## src/rtl/pass_sequencer_if.sv

```systemverilog
// Pass-level handshake and per-pass GLB base addresses between the layer
// sequencer (master) and Controller_pass (slave).
interface pass_sequencer_if #(
   parameter int ADDR_W = 32
);
   logic              pass_start;
   logic              pass_done;
   logic              bias_ipsum_sel;
   logic [ADDR_W-1:0] ifmap_baseaddr;
   logic [ADDR_W-1:0] filter_baseaddr;
   logic [ADDR_W-1:0] bias_baseaddr;
   logic [ADDR_W-1:0] opsum_baseaddr;

   modport master (
      output pass_start,
      output bias_ipsum_sel,
      output ifmap_baseaddr,
      output filter_baseaddr,
      output bias_baseaddr,
      output opsum_baseaddr,
      input  pass_done
   );

   modport slave (
      input  pass_start,
      input  bias_ipsum_sel,
      input  ifmap_baseaddr,
      input  filter_baseaddr,
      input  bias_baseaddr,
      input  opsum_baseaddr,
      output pass_done
   );
endinterface

```

## src/rtl/pass_sequencer.sv

```systemverilog
// Layer-level pass sequencer: walks m (outer), e, c (inner) tiles, one pass at a time.
// Optional performance counters are enabled with the macro PASS_SEQ_PERF_EN.
module pass_sequencer #(
   parameter int ADDR_W = 32,
   parameter int CNT_W  = 8
) (
   input  logic              clk,
   input  logic              rst,
   input  logic              start,
   input  logic [CNT_W-1:0]  m_tiles,
   input  logic [CNT_W-1:0]  e_tiles,
   input  logic [CNT_W-1:0]  c_tiles,
   input  logic [ADDR_W-1:0] ifmap_base,
   input  logic [ADDR_W-1:0] filter_base,
   input  logic [ADDR_W-1:0] bias_base,
   input  logic [ADDR_W-1:0] opsum_base,
   input  logic [ADDR_W-1:0] ifmap_c_stride,
   input  logic [ADDR_W-1:0] ifmap_e_stride,
   input  logic [ADDR_W-1:0] filter_stride,
   input  logic [ADDR_W-1:0] bias_stride,
   input  logic [ADDR_W-1:0] opsum_stride,
   output logic              busy,
   output logic              done,
`ifdef PASS_SEQ_PERF_EN
   output logic [31:0]       perf_cycles,
   output logic [3*CNT_W-1:0] perf_passes,
`endif
   pass_sequencer_if.master  bus
);

   typedef enum logic [2:0] {
      IDLE    = 3'd0,
      ISSUE   = 3'd1,
      WAIT    = 3'd2,
      ADVANCE = 3'd3,
      FIN     = 3'd4
   } state_t;

   state_t            state_r, state_n;
   logic              pass_start_r, busy_r, done_r;
   logic [CNT_W-1:0]  m_last_r, e_last_r, c_last_r;
   logic [CNT_W-1:0]  m_r, e_r, c_r;
   logic [ADDR_W-1:0] ifmap_base_r, ics_r, ies_r, fs_r, bs_r, os_r;
   logic [ADDR_W-1:0] ifmap_r, ifmap_row_r, filter_r, filter_mrow_r, bias_r, opsum_r;
   logic              accept_s, c_wrap_s, e_wrap_s, last_s;

   // Tile counts are stored as last index so a zero count behaves like one.
   function automatic logic [CNT_W-1:0] last_idx(input logic [CNT_W-1:0] tiles);
      return (tiles == '0) ? '0 : tiles - CNT_W'(1);
   endfunction

   assign accept_s = (state_r == IDLE) && start;
   assign c_wrap_s = (c_r == c_last_r);
   assign e_wrap_s = (e_r == e_last_r);
   assign last_s   = c_wrap_s && e_wrap_s && (m_r == m_last_r);

   // Next-state decode of the layer FSM.
   always_comb begin
      state_n = state_r;
      case (state_r)
         IDLE:    if (start) state_n = ISSUE; else state_n = IDLE;
         ISSUE:   state_n = WAIT;
         WAIT:    if (bus.pass_done) state_n = ADVANCE; else state_n = WAIT;
         ADVANCE: if (last_s) state_n = FIN; else state_n = ISSUE;
         FIN:     state_n = IDLE;
         default: state_n = IDLE;
      endcase
   end

   // State register and registered control outputs decoded from the next state.
   always_ff @(posedge clk or negedge rst) begin
      if (!rst) begin
         state_r      <= IDLE;
         pass_start_r <= 1'b0;
         busy_r       <= 1'b0;
         done_r       <= 1'b0;
      end else begin
         state_r      <= state_n;
         pass_start_r <= (state_n == ISSUE);
         busy_r       <= (state_n == ISSUE) || (state_n == WAIT) || (state_n == ADVANCE);
         done_r       <= (state_n == FIN);
      end
   end

   // Config latch, loop counters and running base addresses.
   always_ff @(posedge clk or negedge rst) begin
      if (!rst) begin
         m_last_r      <= '0;
         e_last_r      <= '0;
         c_last_r      <= '0;
         m_r           <= '0;
         e_r           <= '0;
         c_r           <= '0;
         ifmap_base_r  <= '0;
         ics_r         <= '0;
         ies_r         <= '0;
         fs_r          <= '0;
         bs_r          <= '0;
         os_r          <= '0;
         ifmap_r       <= '0;
         ifmap_row_r   <= '0;
         filter_r      <= '0;
         filter_mrow_r <= '0;
         bias_r        <= '0;
         opsum_r       <= '0;
      end else if (accept_s) begin
         m_last_r      <= last_idx(m_tiles);
         e_last_r      <= last_idx(e_tiles);
         c_last_r      <= last_idx(c_tiles);
         m_r           <= '0;
         e_r           <= '0;
         c_r           <= '0;
         ifmap_base_r  <= ifmap_base;
         ics_r         <= ifmap_c_stride;
         ies_r         <= ifmap_e_stride;
         fs_r          <= filter_stride;
         bs_r          <= bias_stride;
         os_r          <= opsum_stride;
         ifmap_r       <= ifmap_base;
         ifmap_row_r   <= ifmap_base;
         filter_r      <= filter_base;
         filter_mrow_r <= filter_base;
         bias_r        <= bias_base;
         opsum_r       <= opsum_base;
      end else if (state_r == ADVANCE) begin
         if (!c_wrap_s) begin
            c_r      <= c_r + CNT_W'(1);
            ifmap_r  <= ifmap_r + ics_r;
            filter_r <= filter_r + fs_r;
         end else if (!e_wrap_s) begin
            // Next output-row group: same filters, next ifmap row, next opsum tile.
            c_r         <= '0;
            e_r         <= e_r + CNT_W'(1);
            ifmap_row_r <= ifmap_row_r + ies_r;
            ifmap_r     <= ifmap_row_r + ies_r;
            filter_r    <= filter_mrow_r;
            opsum_r     <= opsum_r + os_r;
         end else begin
            // Filter tiles are contiguous per m, so the next m row starts right after this one.
            c_r           <= '0;
            e_r           <= '0;
            m_r           <= m_r + CNT_W'(1);
            bias_r        <= bias_r + bs_r;
            filter_r      <= filter_r + fs_r;
            filter_mrow_r <= filter_r + fs_r;
            opsum_r       <= opsum_r + os_r;
            ifmap_r       <= ifmap_base_r;
            ifmap_row_r   <= ifmap_base_r;
         end
      end
   end

`ifdef PASS_SEQ_PERF_EN
   logic [31:0]        perf_cycles_r;
   logic [3*CNT_W-1:0] perf_passes_r;

   // Busy-cycle and issued-pass counters, cleared on an accepted start.
   always_ff @(posedge clk or negedge rst) begin
      if (!rst) begin
         perf_cycles_r <= '0;
         perf_passes_r <= '0;
      end else if (accept_s) begin
         perf_cycles_r <= '0;
         perf_passes_r <= '0;
      end else begin
         if (busy_r) perf_cycles_r <= perf_cycles_r + 32'd1;
         if (pass_start_r) perf_passes_r <= perf_passes_r + (3*CNT_W)'(1);
      end
   end

   assign perf_cycles = perf_cycles_r;
   assign perf_passes = perf_passes_r;
`endif

   assign bus.pass_start      = pass_start_r;
   assign bus.bias_ipsum_sel  = (c_r != '0);
   assign bus.ifmap_baseaddr  = ifmap_r;
   assign bus.filter_baseaddr = filter_r;
   assign bus.bias_baseaddr   = bias_r;
   assign bus.opsum_baseaddr  = opsum_r;
   assign busy                = busy_r;
   assign done                = done_r;

endmodule

```

## src/flat_wrapper.sv

```systemverilog
// flat-port wrapper written by rule: the top's interface ports become plain ports
module pass_sequencer_flat 
#(
   parameter int ADDR_W = 32,
   parameter int CNT_W  = 8
)
  (clk, rst, start, m_tiles, e_tiles, c_tiles, ifmap_base, filter_base, bias_base, opsum_base, ifmap_c_stride, ifmap_e_stride, filter_stride, bias_stride, opsum_stride, busy, done, bus_pass_start, bus_bias_ipsum_sel, bus_ifmap_baseaddr, bus_filter_baseaddr, bus_bias_baseaddr, bus_opsum_baseaddr, bus_pass_done);
  pass_sequencer_if #(.ADDR_W(ADDR_W)) bus_i ();
  input  logic clk;
  input  logic rst;
  input  logic start;
  input  logic [CNT_W-1:0] m_tiles;
  input  logic [CNT_W-1:0] e_tiles;
  input  logic [CNT_W-1:0] c_tiles;
  input  logic [ADDR_W-1:0] ifmap_base;
  input  logic [ADDR_W-1:0] filter_base;
  input  logic [ADDR_W-1:0] bias_base;
  input  logic [ADDR_W-1:0] opsum_base;
  input  logic [ADDR_W-1:0] ifmap_c_stride;
  input  logic [ADDR_W-1:0] ifmap_e_stride;
  input  logic [ADDR_W-1:0] filter_stride;
  input  logic [ADDR_W-1:0] bias_stride;
  input  logic [ADDR_W-1:0] opsum_stride;
  output logic busy;
  output logic done;
  output wire logic [$bits(bus_i.pass_start)-1:0] bus_pass_start;
  output wire logic [$bits(bus_i.bias_ipsum_sel)-1:0] bus_bias_ipsum_sel;
  output wire logic [$bits(bus_i.ifmap_baseaddr)-1:0] bus_ifmap_baseaddr;
  output wire logic [$bits(bus_i.filter_baseaddr)-1:0] bus_filter_baseaddr;
  output wire logic [$bits(bus_i.bias_baseaddr)-1:0] bus_bias_baseaddr;
  output wire logic [$bits(bus_i.opsum_baseaddr)-1:0] bus_opsum_baseaddr;
  input wire logic [$bits(bus_i.pass_done)-1:0] bus_pass_done;
  assign bus_pass_start = bus_i.pass_start;
  assign bus_bias_ipsum_sel = bus_i.bias_ipsum_sel;
  assign bus_ifmap_baseaddr = bus_i.ifmap_baseaddr;
  assign bus_filter_baseaddr = bus_i.filter_baseaddr;
  assign bus_bias_baseaddr = bus_i.bias_baseaddr;
  assign bus_opsum_baseaddr = bus_i.opsum_baseaddr;
  assign bus_i.pass_done = bus_pass_done;
  pass_sequencer #(.ADDR_W(ADDR_W), .CNT_W(CNT_W)) u_core (.clk(clk), .rst(rst), .start(start), .m_tiles(m_tiles), .e_tiles(e_tiles), .c_tiles(c_tiles), .ifmap_base(ifmap_base), .filter_base(filter_base), .bias_base(bias_base), .opsum_base(opsum_base), .ifmap_c_stride(ifmap_c_stride), .ifmap_e_stride(ifmap_e_stride), .filter_stride(filter_stride), .bias_stride(bias_stride), .opsum_stride(opsum_stride), .busy(busy), .done(done), .bus(bus_i));
endmodule
```

## config.mk

```make
export PLATFORM = sky130hd
export DESIGN_NAME = pass_sequencer_flat
export DESIGN_NICKNAME = d
export VERILOG_FILES = /design/src/rtl/pass_sequencer_if.sv /design/src/rtl/pass_sequencer.sv /design/src/flat_wrapper.sv
export SDC_FILE = /design/constraint.sdc
export NUM_CORES = 1
export LEC_CHECK = 0
export CORE_MARGIN = 3
export CORE_UTILIZATION = 28
export CTS_CLUSTER_SIZE = 20
export DETAILED_ROUTE_END_ITERATION = 8
export PLACE_DENSITY = 0.57
export SETUP_SLACK_MARGIN = 0.5
export SYNTH_ARGS = -nofsm -noshare
export SYNTH_HDL_FRONTEND = slang
export SYNTH_SLANG_ARGS = --single-unit
```

## constraint.sdc

```tcl
create_clock -name clk -period 9.6 [get_ports clk]
set_clock_uncertainty 0.05 [all_clocks]
set_input_delay 1.92 -clock clk [delete_from_list [all_inputs] [get_ports clk]]
set_output_delay 1.92 -clock clk [all_outputs]
set_load 0.02 [all_outputs]
```

==> flow_summary.toml, run 1 <==
[die]
start_util = 0.2843
dieHeight_um = 314.8
die_w_um = 314.8
die-area_mm2 = 0.09907
row_count = 112
pin_count = 448
core_area_mm2 = 0.09389

[global_routing]
grt_overflow = 0
grt_pass1_wl_um = 147500
grt_pass1_vias = 24840
grt_usage = 0.1906
antenna_found_initial = 25
grt_max_degree = 160

[sta]
worst_slew_pin_slew_ns = 1.060
rsz0062_at_grt = "no"
slew_viol_final = 0
max_freq_ghz = 0.2032
hold_viol = 0
timing.final.crit_share = 0.5126
min_period_ns = 4.921
fin_setup_tns_ns = 0
setup_viol = 0
relSlewSlack = 0.2935

[power_and_ir_drop]
p_leak_nw = 15.75
total_power_w = 0.01348
ir_drop_v = 0.0001643
power_density_mw_per_mm2 = 392.3

[run]
drv_cap = 0

[worst_setup_path]
startpoint = "start"
cp_cell_sequence = "clkdlybuf4s50_1 -> or4b_4 -> nand3_1 -> nor2_2 -> buf_4 -> nand2_2 -> and3_1 -> a21oi_1 -> o21ai_0"
crit_path_start_kind = "input pin"
worstPathArrival_ns = 5.33
critPathMaxFanout = 52
r2r-start = "u_core.bus.filter_baseaddr[3]$_DFFE_PN0P_"
worstPathRequired_ns = 10.01
critPathKind = "in -> reg"
slowest_delay_ns = 0.65
crit_family = "simple AND/OR/NAND/NOR gates"
slowest_stage = "or4b_4"
critPathCaptureType = "flop"
crit_buf_inv = 2

[hold_path]
hold_path.class = "reg -> reg"
hold_start = "u_core.ifmap_base_r[8]$_DFFE_PN0P_"

[logic_synthesis]
ys_ff_latch = 438
synth_top_area_frac = 0.4106
yosys-top-cells-area = "dfrtp_1, nand2_1, ha_1"
synthCells = 3208
async_flop_share = 1.000
synth_fp_nets = 3691
synth_edf_count = 0
yosysTopAreaCell = "dfrtp_1"
ys.flop_type = "dfrtp_1"
syn_area_per_cell_um2 = 8.320
ys_seq_area_frac = 0.4106
synth_cell_types = 83
synth_area_mm2 = 0.02669
yosysWarningCount = 0

[place]
place.gp.congestion = 0.8522
port_buffers = 447
hpwl_um = 69390

[cts]
ctsHoldBuffers = 0
numCtsBuffers = 56
clockBufferDepth = 3
cts_tree = "yes"
clk_latency_ns = 0.62
cts.repair.resized = 0
clk_pin_slew_ns = 0.05
cts_root_buf = "clkbuf_16"
clock_sinks = 438
post_cts_buffers = 0
h-tree-depth = 2

[final_layout]
nNetsFinal = 4074
fin_util = 0.3661
syn_to_final_growth_pct = 28.78
drive_above_1_share = 0.04923
layout_common_cells = "nand2_1, clkdlybuf4s50_1, dfrtp_1"
final_common_cell = "nand2_1"
fill_cells = 9799

[route]
routedWlPerCell_um = 19.58
drt_iter0_drc = 1406
vias_per_cell = 4.970
drc = 0
drt-pass1-iter-count = 8
drtAntennaViolNets = 0
num_vias = 24380
drt-total-wl_um = 96070

[run_status]
status = "finished clean"
-- power breakdown --
group / internal, W / total [W] / switching [W]
clock: 0.00126 / 0.00215 / 0.000888
combinational: 0.00331 / 0.00792 / 0.00461
sequential: 0.00271 / 0.00342 / 0.000712
-- final timing paths --
kind                       cells after the start  slack [ns]                                       end
max                                            9        4.68  u_core.bus.bias_baseaddr[18]$_DFFE_PN0P_
max in group asynchronous                      2        6.66  u_core.bus.bias_baseaddr[24]$_DFFE_PN0P_
min reg2reg                                    2        0.42        u_core.ifmap_base_r[8]$_DFFE_PN0P_
min                                            2        0.42        u_core.ifmap_base_r[8]$_DFFE_PN0P_
min in group asynchronous                      1        1.27   u_core.bus.bias_baseaddr[1]$_DFFE_PN0P_
max reg2reg                                   12        5.45      u_core.filter_mrow_r[31]$_DFFE_PN0P_
-- final cells by class --
class	count	area [µm²]	share of cell area
clock inverters	25	229.0	0.006661
clock buffers	78	1625	0.04728
well taps	1254	1569	0.04565
inverters	51	191.4	0.005569
diodes	16	40.04	0.001165
flip-flops and latches	438	10960	0.3189
multi-input cells	2568	15020	0.4371
repair buffers	476	4735	0.1377
-- registers in the layout (all words and copies together), names as in the netlist --
register / count
u_core.ics_r: 32
u_core.fs_r: 32
u_core.filter_mrow_r: 32
u_core.bus.opsum_baseaddr: 32
u_core.c_r: 8
u_core.bus.ifmap_baseaddr: 32
u_core.busy: 1
u_core.ifmap_base_r: 32
u_core.state_r: 3
u_core.bus.pass_start: 1
u_core.bs_r: 32
u_core.c_last_r: 8
u_core.os_r: 32
u_core.ies_r: 32
u_core.e_last_r: 8
u_core.m_last_r: 8
u_core.bus.filter_baseaddr: 32
u_core.bus.bias_baseaddr: 32
u_core.m_r: 8
u_core.e_r: 8
u_core.done: 1
u_core.ifmap_row_r: 32
-- worst reg2reg max path, stage by stage (launching register included) --
cell      delay, ns
dfrtp_1        0.43
ha_1           0.35
o21ai_0        0.10
o21bai_1       0.31
o21ai_1        0.20
o31ai_1        0.76
a31o_2         0.33
nor3b_1        0.24
o31ai_1        0.12
xor2_1         0.70
xnor2_1        0.17
mux2i_1        0.17
o21ai_1        0.08
-- synth_stat cells, drive strengths merged, types with 7 or more instances --
cell and instances:
a31oi 49, a2111oi 9, o31ai 14, o21a 23, nand2b 18, o211ai 17
o21ai 243, nor2b 17, nand3 48, or2 7, buf 19, o22ai 24
dfrtp 438, inv 51, xor2 85, ha 162, nor3 32, nor2 226
and3 23, a22oi 9, mux2i 37, a31o 9, nor4 9, a211oi 25
a21oi 278, a21boi 7, a21o 100, o21bai 23, clkbuf 132, nand4 22
xnor2 100, nand2 859
-- logic make-up (layout without fill, tap and decap cells) --
family	count (synthesis)	count (layout)	share of synthesized area
buffers and inverters	202	630	0.02859
and+or+nand+nor	1289	1289	0.1992
DFF	438	438	0.4106
AOI/OAI and AO/OA	888	888	0.2064
xor gates and xnor gates	185	185	0.06070
adders and majority gates	167	167	0.07969
muxes	39	39	0.01472
other	0	16	0
-- stage by stage --
step / hold slack (ns) / cell area (µm²) / worst slack, ns / std cells
after floorplan: 0.3905 / 26690 / 5.726 / 3208
after detailed placement: 0.4081 / 32480 / 3.945 / 4787
after global routing: 0.4368 / 34360 / 4.409 / 4900
after global placement: 0.4022 / 32480 / 3.997 / 4787
final: 0.4225 / 34370 / 4.679 / 4906
after CTS: 0.4224 / 34330 / 4.629 / 4890
-- metal layers --
metal	vias up	routed length (µm)	global-route usage	part of all wire
met2	583	45400	0.3174	0.47
met1	11710	41590	0.2437	0.43
met5	-	72	0	0.00075
met3	137	6407	0.04522	0.067
li1	11940	-	-	-
met4	10	2593	0.06010	0.027
(Power assumes the default switching activity.)
==> inputs of run 2 (changes only) <==
- PLACE_DENSITY: 0.57 -> 0.59
- clock period: 9.6 -> 4.3 ns (I/O delays scaled with it)
==> flow_summary.toml, run 2 (same netlist as run 1, synthesis figures left out) <==
[run_status]
status = "finished clean"

[cts]
h-tree-depth = 2
cts_tree = "yes"
clock_sinks = 438
numCtsBuffers = 54
clockBufferDepth = 3
ctsHoldBuffers = 0
clk_latency_ns = 0.64
post_cts_buffers = 0
cts.repair.resized = 0
cts_root_buf = "clkbuf_16"
clk_pin_slew_ns = 0.06

[global_routing]
antenna_found_initial = 14
grt_overflow = 0
grt_max_degree = 109
grt_pass1_vias = 24800
grt_pass1_wl_um = 148700
grt_usage = 0.1925

[sta]
fin_setup_tns_ns = 0
timing.final.crit_share = 0.8243
slew_viol_final = 0
setup_viol = 0
rsz0062_at_grt = "yes"
max_freq_ghz = 0.2821
hold_viol = 0
worst_slew_pin_slew_ns = 1.164
relSlewSlack = 0.2211
min_period_ns = 3.544

[hold_path]
hold_path.class = "in -> async"

[worst_setup_path]
reg2reg_slack_ns = 0.76
worstPathRequired_ns = 4.73
critPathMaxFanout = 5
reg2reg_depth = 13
critPathKind = "reg -> reg"
crit_path_start_kind = "flop"
r2r_end = "u_core.bus.filter_baseaddr[30]$_DFFE_PN0P_"
slowest_stage = "fa_1"
cpMostUsedCell = "o21a_1"
worstPathArrival_ns = 3.97
critPathCaptureType = "flop"
slowest_delay_ns = 0.43
cp_cell_sequence = "ha_1 -> fa_1 -> a21o_1 -> a21oi_1 -> o21a_1 -> o21a_1 -> o31ai_4 -> a41oi_2 -> nor3_1 -> o22a_1 -> a31oi_1 -> xor2_1 -> a211oi_1"
r2r-start = "u_core.bus.filter_baseaddr[0]$_DFFE_PN0P_"

[route]
routedWlPerCell_um = 19.88
vias_per_cell = 5.043
drt_iter0_drc = 1623
wl_met1_um = 42290
wl_met2_um = 47120
drc = 0
drt-total-wl_um = 97730
num_vias = 24790
drt-pass1-iter-count = 8
dr_wl_met3_um = 6106
maxUsedRoutingLayer = "met5"
drtAntennaViolNets = 0

[die]
pin_count = 448
die-area_mm2 = 0.09907
core_area_mm2 = 0.09389
row_count = 112
die_w_um = 314.8
dieHeight_um = 314.8
start_util = 0.2843

[place]
dpl.cell_count = 4807
place.gp.congestion = 0.8991
port_buffers = 447
hpwl_um = 71610

[final_layout]
fill_cells = 9713
layout_common_cells = "nand2_1, clkdlybuf4s50_1, dfrtp_1"
final_cells = 4915
syn_to_final_growth_pct = 29.97
drive_above_1_share = 0.05476
nNetsFinal = 4092
final_common_cell = "nand2_1"

[power_and_ir_drop]
power_density_mw_per_mm2 = 879.8
p_leak_nw = 15.91
ir_drop_v = 0.0003829

[run]
drv_cap = 0
-- run 2: cell count changes in the layout (fill, tap and decap cells not counted), moves of 4 or more --
cell,delta
buf_4,+16
clkinv_2,-9
diode_2,-7
bufinv_16,+5
buf_12,+4
-- run 2: worst max path at each step --
stage,startpoint,endpoint,slack [ns],cells past startpoint
2_1_floorplan,u_core.bus.ifmap_baseaddr[0]$_DFFE_PN0P_,u_core.bus.ifmap_baseaddr[24]$_DFFE_PN0P_,0.98,13
3_3_place_gp,u_core.bus.filter_baseaddr[0]$_DFFE_PN0P_,u_core.bus.filter_baseaddr[30]$_DFFE_PN0P_,0.65,13
3_5_place_dp,u_core.bus.filter_baseaddr[2]$_DFFE_PN0P_,u_core.filter_mrow_r[31]$_DFFE_PN0P_,0.63,12
4_1_cts,u_core.bus.filter_baseaddr[0]$_DFFE_PN0P_,u_core.bus.filter_baseaddr[30]$_DFFE_PN0P_,0.61,13
5_1_grt,u_core.bus.filter_baseaddr[2]$_DFFE_PN0P_,u_core.filter_mrow_r[31]$_DFFE_PN0P_,0.49,12
6_report,u_core.bus.filter_baseaddr[0]$_DFFE_PN0P_,u_core.bus.filter_baseaddr[30]$_DFFE_PN0P_,0.76,13
-- run 2: worst max-delay path, delay by kind of cell, from the launching register on --
kind / cells / cell delay [ns]
xor gates and xnor gates: 1 / 0.24
AOI/OAI and AO/OA: 9 / 1.92
DFF: 1 / 0.42
adders and majority gates: 2 / 0.69
and+or+nand+nor: 1 / 0.09
-- run 2: metrics by stage --
| stage | hold slack (ns) | utilization | power, W | setup WS [ns] | cell area (µm²) |
|---|---|---|---|---|---|
| 2_1_floorplan | 0.3905 | - | 0.01981 | 0.9836 | 26690 |
| 3_3_place_gp | 0.4070 | 0.3481 | 0.02519 | 0.6452 | 32680 |
| 3_5_place_dp | 0.4115 | 0.3481 | 0.02533 | 0.6279 | 32680 |
| 4_1_cts | 0.2926 | 0.3690 | 0.03065 | 0.6132 | 34640 |
| 5_1_grt | 0.3005 | 0.3694 | 0.03311 | 0.4858 | 34680 |
| 6_report | 0.2322 | 0.3695 | 0.03052 | 0.7556 | 34690 |
-- run 2: per-layer routing --
layer | vias to the layer above | track usage
met4 | 12 | 0.05035
met5 | - | 0
li1 | 11970 | -
met3 | 126 | 0.03714
met1 | 11970 | 0.2477
met2 | 708 | 0.3301
-- run 2: power breakdown --
part | switching [W] | internal [W] | total (W) | leakage (nW)
sequential | 0.00162 | 0.00604 | 0.00766 | 5.37
clock | 0.00196 | 0.00312 | 0.00507 | 0.953
combinational | 0.0103 | 0.00747 | 0.0178 | 9.59
total | 0.0139 | 0.0166 | 0.0305 | 15.9
-- run 2: final cells by class --
type,instances,area (µm²),area share
multi-input combinational,2568,15050,0.4338
clock buffer,79,1639,0.04725
antenna,9,22.52,0.0006492
sequential,438,10960,0.3159
inverter,51,191.4,0.005518
clock inverter,20,325.3,0.009377
timing repair buffer,496,4935,0.1422
tap,1254,1569,0.04523
